===== config.mk =====
export PLATFORM = sky130hd
export DESIGN_NAME = processor_system
export DESIGN_NICKNAME = d
export VERILOG_FILES = /design/src/rtl/processor_system.sv
export SDC_FILE = /design/constraint.sdc
export NUM_CORES = 1
export LEC_CHECK = 0
export CORE_UTILIZATION = 55
export DETAILED_ROUTE_END_ITERATION = 10
export PLACE_DENSITY_LB_ADDON = 0.2
export SYNTH_ARGS = -nofsm -noshare
export SYNTH_HDL_FRONTEND = slang
export SYNTH_SLANG_ARGS = --single-unit
export TNS_END_PERCENT = 1

===== constraint.sdc =====
create_clock -name clock -period 9.8 [get_ports clock]
set_input_delay 2.94 -clock clock [delete_from_list [all_inputs] [get_ports clock]]
set_output_delay 2.94 -clock clock [all_outputs]
set_load 0.01 [all_outputs]

===== src/rtl/processor_system.sv =====
// processor_system: multicycle 32-bit core running FETCH -> EXEC -> MEM -> WB against external
//   instruction ROM, data RAM, dictionary ROM and register file. Latency: 4 cycles per instruction.
// Backpressure: none; all memories are fixed one-cycle synchronous reads, so the core never stalls.
// Optional feature: define DICT_LOAD_EN to implement lwd (opcode 01001); otherwise it is a nop
//   and address_dictmem is tied to 0.
// Ports: clock/reset (sync, active-high); address_imem/q_imem = ROM fetch (PC);
//   ctrl_readRegA/B + data_readRegA/B = register-file reads (combinational);
//   ctrl_writeEnable/ctrl_writeReg/data_writeReg = register-file write (WB only);
//   wren/address_dmem/data/q_dmem = RAM; address_dictmem/q_dictmem = dictionary ROM.
module processor_system #(
  parameter MEMFILE = "",
  parameter int ADDRESS_WIDTH = 12,
  parameter int DEPTH = 4096,
  parameter int DATA_WIDTH = 32
) (
  input  logic                  clock,
  input  logic                  reset,
  output logic [31:0]           address_imem,
  input  logic [DATA_WIDTH-1:0] q_imem,
  output logic                  ctrl_writeEnable,
  output logic [4:0]            ctrl_writeReg,
  output logic [DATA_WIDTH-1:0] data_writeReg,
  output logic [4:0]            ctrl_readRegA,
  output logic [4:0]            ctrl_readRegB,
  input  logic [DATA_WIDTH-1:0] data_readRegA,
  input  logic [DATA_WIDTH-1:0] data_readRegB,
  output logic                  wren,
  output logic [31:0]           address_dmem,
  output logic [DATA_WIDTH-1:0] data,
  input  logic [DATA_WIDTH-1:0] q_dmem,
  output logic [31:0]           address_dictmem,
  input  logic [DATA_WIDTH-1:0] q_dictmem
);

  // Memory image and depth belong to the external ROM/RAM instances; the core only
  // needs ADDRESS_WIDTH to wrap effective addresses.
  localparam int unused_depth   = DEPTH;
  localparam     unused_memfile = MEMFILE;

  localparam logic [4:0] OP_R    = 5'b00000;
  localparam logic [4:0] OP_J    = 5'b00001;
  localparam logic [4:0] OP_BNE  = 5'b00010;
  localparam logic [4:0] OP_JAL  = 5'b00011;
  localparam logic [4:0] OP_JR   = 5'b00100;
  localparam logic [4:0] OP_ADDI = 5'b00101;
  localparam logic [4:0] OP_BLT  = 5'b00110;
  localparam logic [4:0] OP_SW   = 5'b00111;
  localparam logic [4:0] OP_LW   = 5'b01000;
  localparam logic [4:0] OP_LWD  = 5'b01001;

`ifdef DICT_LOAD_EN
  localparam bit DICT_EN = 1'b1;
`else
  localparam bit DICT_EN = 1'b0;
`endif

  typedef enum logic [1:0] {FETCH, EXEC, MEM, WB} state_t;

  state_t                  state_q, state_d;
  logic [31:0]             pc_q, npc_q, npc;
  logic [DATA_WIDTH-1:0]   ir_q, res_q, b_q, alu_res, instr;
  logic [DATA_WIDTH-1:0]   n_ext, t_ext, a_val, b_val;
  logic [4:0]              op, rd, rs, rt, shamt, aluop;
  logic                    is_lwd, r_valid, writes_reg, use_rd_b;
  logic [31:0]             mem_addr;
  logic                    unused_instr_bits;

  // ROM output is valid from EXEC on; it is captured into ir_q so MEM/WB decode
  // does not depend on the ROM holding its output.
  assign instr = (state_q == EXEC) ? q_imem : ir_q;

  assign op    = instr[31:27];
  assign rd    = instr[26:22];
  assign rs    = instr[21:17];
  assign rt    = instr[16:12];
  assign shamt = instr[11:7];
  assign aluop = instr[6:2];
  assign n_ext = {{15{instr[16]}}, instr[16:0]};
  assign t_ext = {5'b0, instr[26:0]};
  assign unused_instr_bits = ^instr[1:0];

  assign is_lwd     = DICT_EN && (op == OP_LWD);
  assign r_valid    = (op == OP_R) && (aluop <= 5'd5);
  assign writes_reg = r_valid || (op == OP_ADDI) || (op == OP_LW) || is_lwd || (op == OP_JAL);
  assign use_rd_b   = (op == OP_SW) || (op == OP_BNE) || (op == OP_BLT) || (op == OP_JR);

  assign ctrl_readRegA = rs;
  assign ctrl_readRegB = use_rd_b ? rd : rt;
  assign a_val = data_readRegA;
  assign b_val = data_readRegB;

  // ALU and next-PC, evaluated during EXEC and latched at its closing edge.
  always_comb begin
    alu_res = '0;
    npc     = pc_q + 32'd1;
    case (op)
      OP_R: begin
        case (aluop)
          5'd0: alu_res = a_val + b_val;
          5'd1: alu_res = a_val - b_val;
          5'd2: alu_res = a_val & b_val;
          5'd3: alu_res = a_val | b_val;
          5'd4: alu_res = a_val << shamt;
          5'd5: alu_res = $signed(a_val) >>> shamt;
          default: alu_res = '0;
        endcase
      end
      OP_ADDI, OP_LW, OP_SW, OP_LWD: alu_res = a_val + n_ext;
      OP_J:   npc = t_ext;
      OP_JAL: begin
        alu_res = pc_q + 32'd1;
        npc     = t_ext;
      end
      OP_JR:  npc = b_val;
      OP_BNE: if (b_val != a_val) npc = pc_q + 32'd1 + n_ext;
      OP_BLT: if ($signed(b_val) < $signed(a_val)) npc = pc_q + 32'd1 + n_ext;
      default: ;
    endcase
  end

  // Next state plus the single-cycle write strobes; reset kills any write in flight.
  always_comb begin
    state_d          = state_q;
    wren             = 1'b0;
    ctrl_writeEnable = 1'b0;
    case (state_q)
      FETCH: state_d = EXEC;
      EXEC:  state_d = MEM;
      MEM: begin
        state_d = WB;
        wren    = (op == OP_SW) && !reset;
      end
      WB: begin
        state_d          = FETCH;
        ctrl_writeEnable = writes_reg && (ctrl_writeReg != 5'd0) && !reset;
      end
      default: state_d = FETCH;
    endcase
  end

  always_comb begin
    data_writeReg = res_q;
    if (op == OP_LW)
      data_writeReg = q_dmem;
    else if (is_lwd)
      data_writeReg = q_dictmem;
  end

  assign ctrl_writeReg = (op == OP_JAL) ? 5'd31 : rd;
  assign mem_addr      = {{(32-ADDRESS_WIDTH){1'b0}}, res_q[ADDRESS_WIDTH-1:0]};
  assign address_dmem  = mem_addr;
  assign data          = b_q;
  assign address_imem  = reset ? 32'd0 : pc_q;

`ifdef DICT_LOAD_EN
  assign address_dictmem = mem_addr;
`else
  assign address_dictmem = 32'd0;
`endif

  always_ff @(posedge clock) begin
    if (reset) begin
      state_q <= FETCH;
      pc_q    <= 32'd0;
    end else begin
      state_q <= state_d;
      if (state_q == EXEC) begin
        ir_q  <= q_imem;
        res_q <= alu_res;
        b_q   <= b_val;
        npc_q <= npc;
      end
      if (state_q == WB)
        pc_q <= npc_q;
    end
  end

endmodule


**Yosys cells after proc, flatten, opt, wreduce, memory -nomap -nowiden**

Cells that the tools add are included.

- Logic and storage cells: 67
- Register bits after elaboration: 162
- Output and inout port bits: 177
- Bits of input ports: 162

- Shift-type cells: 2
- Bitwise operators: 3
- Order comparisons: 2
- Muxes and demuxes: 13
- $add $sub $neg: 5
- Eq/ne operators: 18
- Reductions and logical operators: 18

Operators with widths:

| operator | count |
|---|---|
| $pmux W32 S6 | 1 |
| $mux W32 | 5 |
| $pmux W32 S4 | 1 |
| $add A32 B32 Y32 | 3 |
| $pmux W32 S3 | 1 |
| $add A32 B1 Y32 const B | 1 |
| $and A32 B32 Y32 | 1 |
| $lt A32 B32 Y1 | 1 |
| $ne A32 B32 Y1 | 1 |
| $or A32 B32 Y32 | 1 |
| $shl A32 B5 Y32 | 1 |
| $sshr A32 B5 Y32 | 1 |
| $sub A32 B32 Y32 | 1 |
| $eq A5 B3 Y1 const B | 6 |
| $eq A5 B2 Y1 const B | 4 |
| $eq A5 B1 Y1 const B | 2 |
| $eq A5 B4 Y1 const B | 2 |
| $logic_not A5 Y1 | 2 |
| $mux W5 | 2 |
| $pmux W2 S4 | 1 |
| $logic_or A1 B1 Y1 | 6 |
| $le A5 B3 Y1 const B | 1 |
| $reduce_bool A5 Y1 | 1 |
| $eq A2 B2 Y1 const B | 2 |
| 9 further kinds | 13 |

**Depth between registers and ports, before layout**

Gate-level depths: netlist (run 1).

- Depth after elaboration: 10
- Mapped depth: 22
- Mapped depth without buffers: 20

**Least setup slack after synthesis (run 1)**

OpenSTA, ideal clock, no wires.

- Kind: input -> register
- From: in reset
- To: reg b_q[0], in the netlist data[0], enable pin
- Library setup time: 562 ps
- Cell stages on the path: 2
- Path slack: 1879 ps
- Arrival: 7359 ps
- Cell sequence: clkbuf_1 nor2b_1

- Cells in the longest elaborated chain, start to end: 2

Ends and longest elaborated chain:

| what | RTL line | RTL |
|---|---|---|
| start, declared | 17 | `input logic reset,` |
| $not A1 Y1 (no source line) | n/a |  |
| $reduce_and A2 Y1 (no source line) | n/a |  |
| end signal, assigned | 170 | `b_q <= b_val;` |
| end, declared | 61 | `logic [DATA_WIDTH-1:0] ir_q, res_q, b_q, alu_res, instr;` |

Every way passes these cells.
A chain may end at the register's enable or synchronous reset.

**Worst setup path after layout (run 1)**

- From: in q_imem[29]
- To: out data_writeReg[17]

- Cells in the longest elaborated chain, start to end: 3

Ends and longest elaborated chain:

| what | RTL line | RTL |
|---|---|---|
| start, declared | 19 | `input logic [DATA_WIDTH-1:0] q_imem,` |
| $mux W32 | n/a |  |
| $eq A5 B4 Y1 | 143 | `if (op == OP_LW)` |
| $mux W32 | 143 |  |
| end, declared | 22 | `output logic [DATA_WIDTH-1:0] data_writeReg,` |

Every way passes these cells.

==> run metrics, run 1 <==
status=complete, no violations; Chip Height=191 microns; power per cell area=188 mW/mm^2; Avg Vias per Cell=6.75; combined area of all synthesized cells=0.0197 sq mm; post-detailed-placement half-perimeter wirelength=59500 microns; min-delay worst type=flip-flop to flip-flop; kind of cell adding the most delay to the critical path=buffers and inverters; IO Port Bufs=254; arrival time of data at the critical path endpoint=5.89 ns; commonest register cell after synthesis=sky130_fd_sc_hd__edfxtp_1; area share of the largest cell type after synthesis=19.6%; # IOs=339; synthesis-to-layout area growth=16.5%; via count=20.0k; number of clock sinks=162; Worst setup EP type=primary output; count of TritonRoute iterations in the first routing pass=9; first-pass GRT wire length=114000 microns; Final nets=2859; Num CTS Buffers=17; Final Total Pwr=4310 uW; Max Slew Vio Count=0; number of distinct library cells after synthesis=101; worst path cell trace=clkdlybuf4s50_1 -> mux2i_1 -> nand2_1 -> or3_1 -> buf_4 -> mux2_2 -> clkdlybuf4s50_1; Slew Limit Headroom=27.5%; Max rail drop VDD=0.140 mV; clock period minus final worst setup slack=8.83 ns; DRT antenna net count=0; layout cells sized above 1=7.09%; dominant cells by area after synthesis=sky130_fd_sc_hd__edfxtp_1 (20%), sky130_fd_sc_hd__ha_1 (12%), sky130_fd_sc_hd__mux2i_1 (9.3%); list of most frequent post-synthesis cells=sky130_fd_sc_hd__nor2_1 (212), sky130_fd_sc_hd__ha_1 (195), sky130_fd_sc_hd__mux2i_1 (183); sum of negative setup slack=0 ns; worst-path maximum fanout=17; actual slew at the worst max-slew pin=1.09 ns; dominant cell by count in the synthesized netlist=sky130_fd_sc_hd__nor2_1; clk_skew=0.0149 ns; Avg Synthesized Cell Area=8.51 sq um; startpoint types=input pin; largest net degree at the start of global routing=68; total congestion overflow after global routing=0; data required time at the worst endpoint=6.86 ns; clock tree buffer depth=2; share of the clock period used by the worst path after layout=90.1%; Post-CTS Resized=0; most used cell along the critical path=sky130_fd_sc_hd__clkdlybuf4s50_1; Synth Register Bits=162; overall track demand over capacity in global routing=41.6%; Cells after Synth=2310; initial cell density of the core=56.3%; cell leakage power=0.00942 uW; slowest CP cell=sky130_fd_sc_hd__mux2i_1; cts-stage hold buffer count=0; Die X-Extent=191 microns; die area=0.0365 sq mm; Post-Route WL=77400 microns; average routed wire per standard cell=26.1 microns; row cnt=68; clock tree from TritonCTS=built; portion of the post-synthesis area used by sequential elements=23.0%; residual DRC count=0; weighted congestion at the end of routability-driven global placement=1.04; cell accounting for the most synthesized area=sky130_fd_sc_hd__edfxtp_1; stage delay of the slowest cell on the critical path=0.82 ns; Yosys warning count=0; Setup Fix Bufs, Post-CTS=0; sum of buffers and inverters on the critical path=3; Post-synth EDFFs=128; Core Footprint=0.0349 sq mm; vias in the first global route=18.6k; count of H-tree levels built during CTS=4; max-capacitance violation count=0; path type of the worst setup path=input pin to primary output; initial antenna violation count=1; worst skew pair latency=0.45 ns; clock root cell=sky130_fd_sc_hd__clkbuf_16; setup repair after global routing missed its margin=false; total count of hold-check failures in the final report=0; highest attainable clock frequency=0.113 GHz; Final setup violation count=0; initial DRC count=2883; post-synthesis async set-or-reset flop share=0%; clock-pin transition on the worst setup and hold timing paths=0.07 ns
-- registers in the layout (all words and copies together), names as in the netlist --
signal   flops
data        32
state_q      2
npc_q       32
res_q       32
pc_q        32
ir_q        32
-- layer usage --
layer / up-vias / share of wire, % / global-route usage [%]
li1: 8876 / - / -
met1: 9537 / 40 / 56.2
met2: 1392 / 43 / 63.6
met3: 241 / 12 / 8.87
met4: 0 / 4.3 / 17.9
met5: - / 0 / 0
-- cell families after synthesis --
kind of cell / share of synthesized area, %
other: 0.0191
adders and majority gates: 12.7
and+or+nand+nor: 14.4
buffers and inverters: 7.92
xor gates and xnor gates: 6.06
muxes: 13.4
DFF: 23.0
AOI/OAI and AO/OA: 22.5
-- through the flow --
| stage | cell area [sq um] | hold WS (ns) | utilization, % | instances | setup slack (ns) |
|---|---|---|---|---|---|
| 3_5_place_dp | 22300 | 0.475 | 64.0 | 2934 | 1.10 |
| 4_1_cts | 22900 | 0.490 | 65.6 | 2966 | 1.07 |
| 2_1_floorplan | 19800 | 0.456 | - | 2361 | 1.88 |
| 6_report | 22900 | 0.486 | 65.6 | 2968 | 0.967 |
| 5_1_grt | 22900 | 0.514 | 65.6 | 2967 | 0.946 |
| 3_3_place_gp | 22300 | 0.461 | 64.0 | 2934 | 1.13 |
-- power by group --
part	total [uW]	switching (uW)	leakage, uW	internal [uW]
sequential	925	49.5	0.00149	876
combinational	2710	1690	0.00765	1020
clock	677	318	0.000279	359
total	4310	2060	0.00942	2250
-- area by class of cell --
class | instances | area, sq um
clock inverter | 14 | 145
fill | 2885 | 12000
timing repair buffer | 296 | 2850
tap | 455 | 569
antenna | 1 | 2.50
clock buffer | 18 | 429
inverter | 143 | 537
multi-input combinational | 1879 | 13800
sequential | 162 | 4520
-- worst reg2reg max path: cells and delay by family (launching register included) --
family	cells	cell delay, ns
AND/OR/NAND/NOR	4	1.50
buffers and inverters	2	0.50
AO/OA/AOI/OAI	6	2.16
flip-flops	1	0.33
multiplexers	1	0.83
XOR/XNOR	2	0.28
adder cells (fa/ha/maj)	2	1.19
-- layout by cell type, fill, tap and decap left out, types with 26 or more instances in the layout --
master and n:
sky130_fd_sc_hd__edfxtp_1 128, sky130_fd_sc_hd__nand3_1 43, sky130_fd_sc_hd__ha_1 193, sky130_fd_sc_hd__nor3_1 34
sky130_fd_sc_hd__xnor2_1 91, sky130_fd_sc_hd__a211oi_1 38, sky130_fd_sc_hd__o211ai_1 26, sky130_fd_sc_hd__nor2_1 211
sky130_fd_sc_hd__buf_4 41, sky130_fd_sc_hd__dfxtp_1 34, sky130_fd_sc_hd__clkdlybuf4s50_1 253, sky130_fd_sc_hd__o21ai_0 116
sky130_fd_sc_hd__nor2b_1 37, sky130_fd_sc_hd__mux2i_1 180, sky130_fd_sc_hd__conb_1 52, sky130_fd_sc_hd__xor2_1 45
sky130_fd_sc_hd__a31oi_1 36, sky130_fd_sc_hd__inv_1 139, sky130_fd_sc_hd__nand2_1 149, sky130_fd_sc_hd__a21o_1 40
sky130_fd_sc_hd__mux2_2 52, sky130_fd_sc_hd__a21oi_1 154
-- final timing paths --
path              cells after the start  slack (ns)                end       start
setup / recovery                      7        0.97  data_writeReg[17]  q_imem[29]
hold reg to reg                       2        0.49            pc_q[0]    npc_q[0]
hold / removal                        2        0.49            pc_q[0]    npc_q[0]
setup reg to reg                     17        2.76          res_q[21]  state_q[1]
No activity file was read; power rests on OpenSTA's default activity.
==> inputs of run 2 (changes only) <==
--- a/config.mk
+++ b/config.mk
@@ -8,6 +8,7 @@
 export CORE_UTILIZATION = 55
 export DETAILED_ROUTE_END_ITERATION = 10
 export PLACE_DENSITY_LB_ADDON = 0.2
+export REMOVE_ABC_BUFFERS = 1
 export SYNTH_ARGS = -nofsm -noshare
 export SYNTH_HDL_FRONTEND = slang
 export SYNTH_SLANG_ARGS = --single-unit
==> run metrics, run 2 (synthesis gave the netlist of run 1 again) <==
power per cell area=188 mW/mm^2; kind of cell adding the most delay to the critical path=simple AND/OR/NAND/NOR gates; Chip Height=191 microns; Post-CTS Resized=0; worst path cell trace=clkdlybuf4s50_1 -> mux2i_1 -> nand2b_1 -> or3_2 -> mux2_2 -> clkdlybuf4s50_1; first-pass GRT wire length=112000 microns; Max Slew Vio Count=0; clk_skew=0.0226 ns; clock-pin transition on the worst setup and hold timing paths=0.07 ns; Die X-Extent=191 microns; actual slew at the worst max-slew pin=1.08 ns; slowest CP cell=sky130_fd_sc_hd__or3_2; highest attainable clock frequency=0.111 GHz; DRT antenna net count=0; weighted congestion at the end of routability-driven global placement=1.02; initial cell density of the core=56.3%; clock tree from TritonCTS=built; layout filler cell count=2953; arrival time of data at the critical path endpoint=6.11 ns; total congestion overflow after global routing=0; count of H-tree levels built during CTS=4; sum of buffers and inverters on the critical path=2; Setup Fix Bufs, Post-CTS=0; cts-stage hold buffer count=0; most used cell along the critical path=sky130_fd_sc_hd__clkdlybuf4s50_1; Final Total Pwr=4300 uW; max-capacitance violation count=0; clock root cell=sky130_fd_sc_hd__clkbuf_16; clock tree buffer depth=2; min-delay worst type=flip-flop to flip-flop; Worst setup EP type=primary output; Final setup violation count=0; total count of hold-check failures in the final report=0; cell leakage power=0.00943 uW; count of TritonRoute iterations in the first routing pass=6; # IOs=339; vias in the first global route=18.3k; most common cell after layout, fill and taps aside=sky130_fd_sc_hd__clkdlybuf4s50_1; path type of the worst setup path=input pin to primary output; data required time at the worst endpoint=6.86 ns; largest net degree at the start of global routing=68; IO Port Bufs=254; share of the clock period used by the worst path after layout=92.3%; startpoint types=input pin; overall track demand over capacity in global routing=41.0%; via count=19.8k; worst-path maximum fanout=32; Final nets=2859; Core Footprint=0.0349 sq mm; layout cells sized above 1=7.13%; post-detailed-placement half-perimeter wirelength=59300 microns; initial antenna violation count=1; Avg Vias per Cell=6.66; average routed wire per standard cell=25.8 microns; Post-Route WL=76600 microns; stage delay of the slowest cell on the critical path=0.92 ns; residual DRC count=0; status=complete, no violations; Num CTS Buffers=17; sum of negative setup slack=0 ns; number of clock sinks=162; commonest non-fill, non-tap cells in the layout=sky130_fd_sc_hd__clkdlybuf4s50_1 (253), sky130_fd_sc_hd__nor2_1 (211), sky130_fd_sc_hd__ha_1 (193); initial DRC count=2708; Slew Limit Headroom=27.9%; synthesis-to-layout area growth=16.5%; clock period minus final worst setup slack=9.05 ns; Max rail drop VDD=0.176 mV; row cnt=68; setup repair after global routing missed its margin=false; worst skew pair latency=0.48 ns; die area=0.0365 sq mm
-- run 2: changes by cell type in the layout (fill, tap and decap cells not counted) --
| cell | change |
|---|---|
| sky130_fd_sc_hd__or3_1 | -1 |
| sky130_fd_sc_hd__inv_8 | +1 |
| sky130_fd_sc_hd__clkbuf_2 | -1 |
| sky130_fd_sc_hd__clkbuf_1 | -1 |
| sky130_fd_sc_hd__clkinv_4 | -2 |
| sky130_fd_sc_hd__buf_4 | +1 |
| sky130_fd_sc_hd__clkinv_1 | +1 |
| sky130_fd_sc_hd__or3_2 | +1 |
| sky130_fd_sc_hd__clkinv_2 | +1 |
-- run 2: stage by stage --
step	area (sq um)	hold slack [ns]	cells	utilization, %	setup WS (ns)
4_1_cts	22900	0.487	2967	65.6	0.765
3_3_place_gp	22300	0.459	2935	64.0	0.792
2_1_floorplan	18800	0.456	2184	-	0.0542
6_report	22900	0.488	2968	65.6	0.753
5_1_grt	22900	0.504	2968	65.6	0.605
3_5_place_dp	22300	0.471	2935	64.0	0.787
-- run 2: cell type report --
cell class | count | area, sq um | area share (%)
Antenna cell | 1 | 2.50 | 0.0109
Sequential cell | 162 | 4520 | 19.8
Multi-Input combinational cell | 1879 | 13800 | 60.4
Clock inverter | 15 | 148 | 0.645
Clock buffer | 17 | 425 | 1.86
Tap cell | 455 | 569 | 2.49
Timing Repair Buffer | 296 | 2850 | 12.5
Inverter | 143 | 537 | 2.34
-- run 2: path summary, 6_finish.rpt --
| kind | start | to | slack (ns) | cells after the start |
|---|---|---|---|---|
| worst max register to register | state_q[1] | res_q[29] | 2.88 | 20 |
| worst max-delay path | q_imem[28] | data_writeReg[10] | 0.75 | 6 |
| worst min-delay path | npc_q[30] | pc_q[30] | 0.49 | 2 |
| worst min register to register | npc_q[30] | pc_q[30] | 0.49 | 2 |
-- run 2: worst min-delay path: stages (launching register included) --
cell and delay, ns:
sky130_fd_sc_hd__edfxtp_1 0.32, sky130_fd_sc_hd__mux2i_1 0.06, sky130_fd_sc_hd__nor2_1 0.07
-- run 2: power by group --
group | switching, uW | internal, uW
combinational | 1670 | 1020
sequential | 47.3 | 876
clock | 333 | 358
-- run 2: layer usage --
metal  routed length [microns]  track usage, %  part of all wire, %  vias up
met4                      3170            18.0                  4.1        0
li1                          -               -                    -     8855
met3                      8540            6.83                   11      174
met2                     33800            63.4                   44     1253
met1                     31100            55.8                   41     9477
met5                         0               0                    0        -
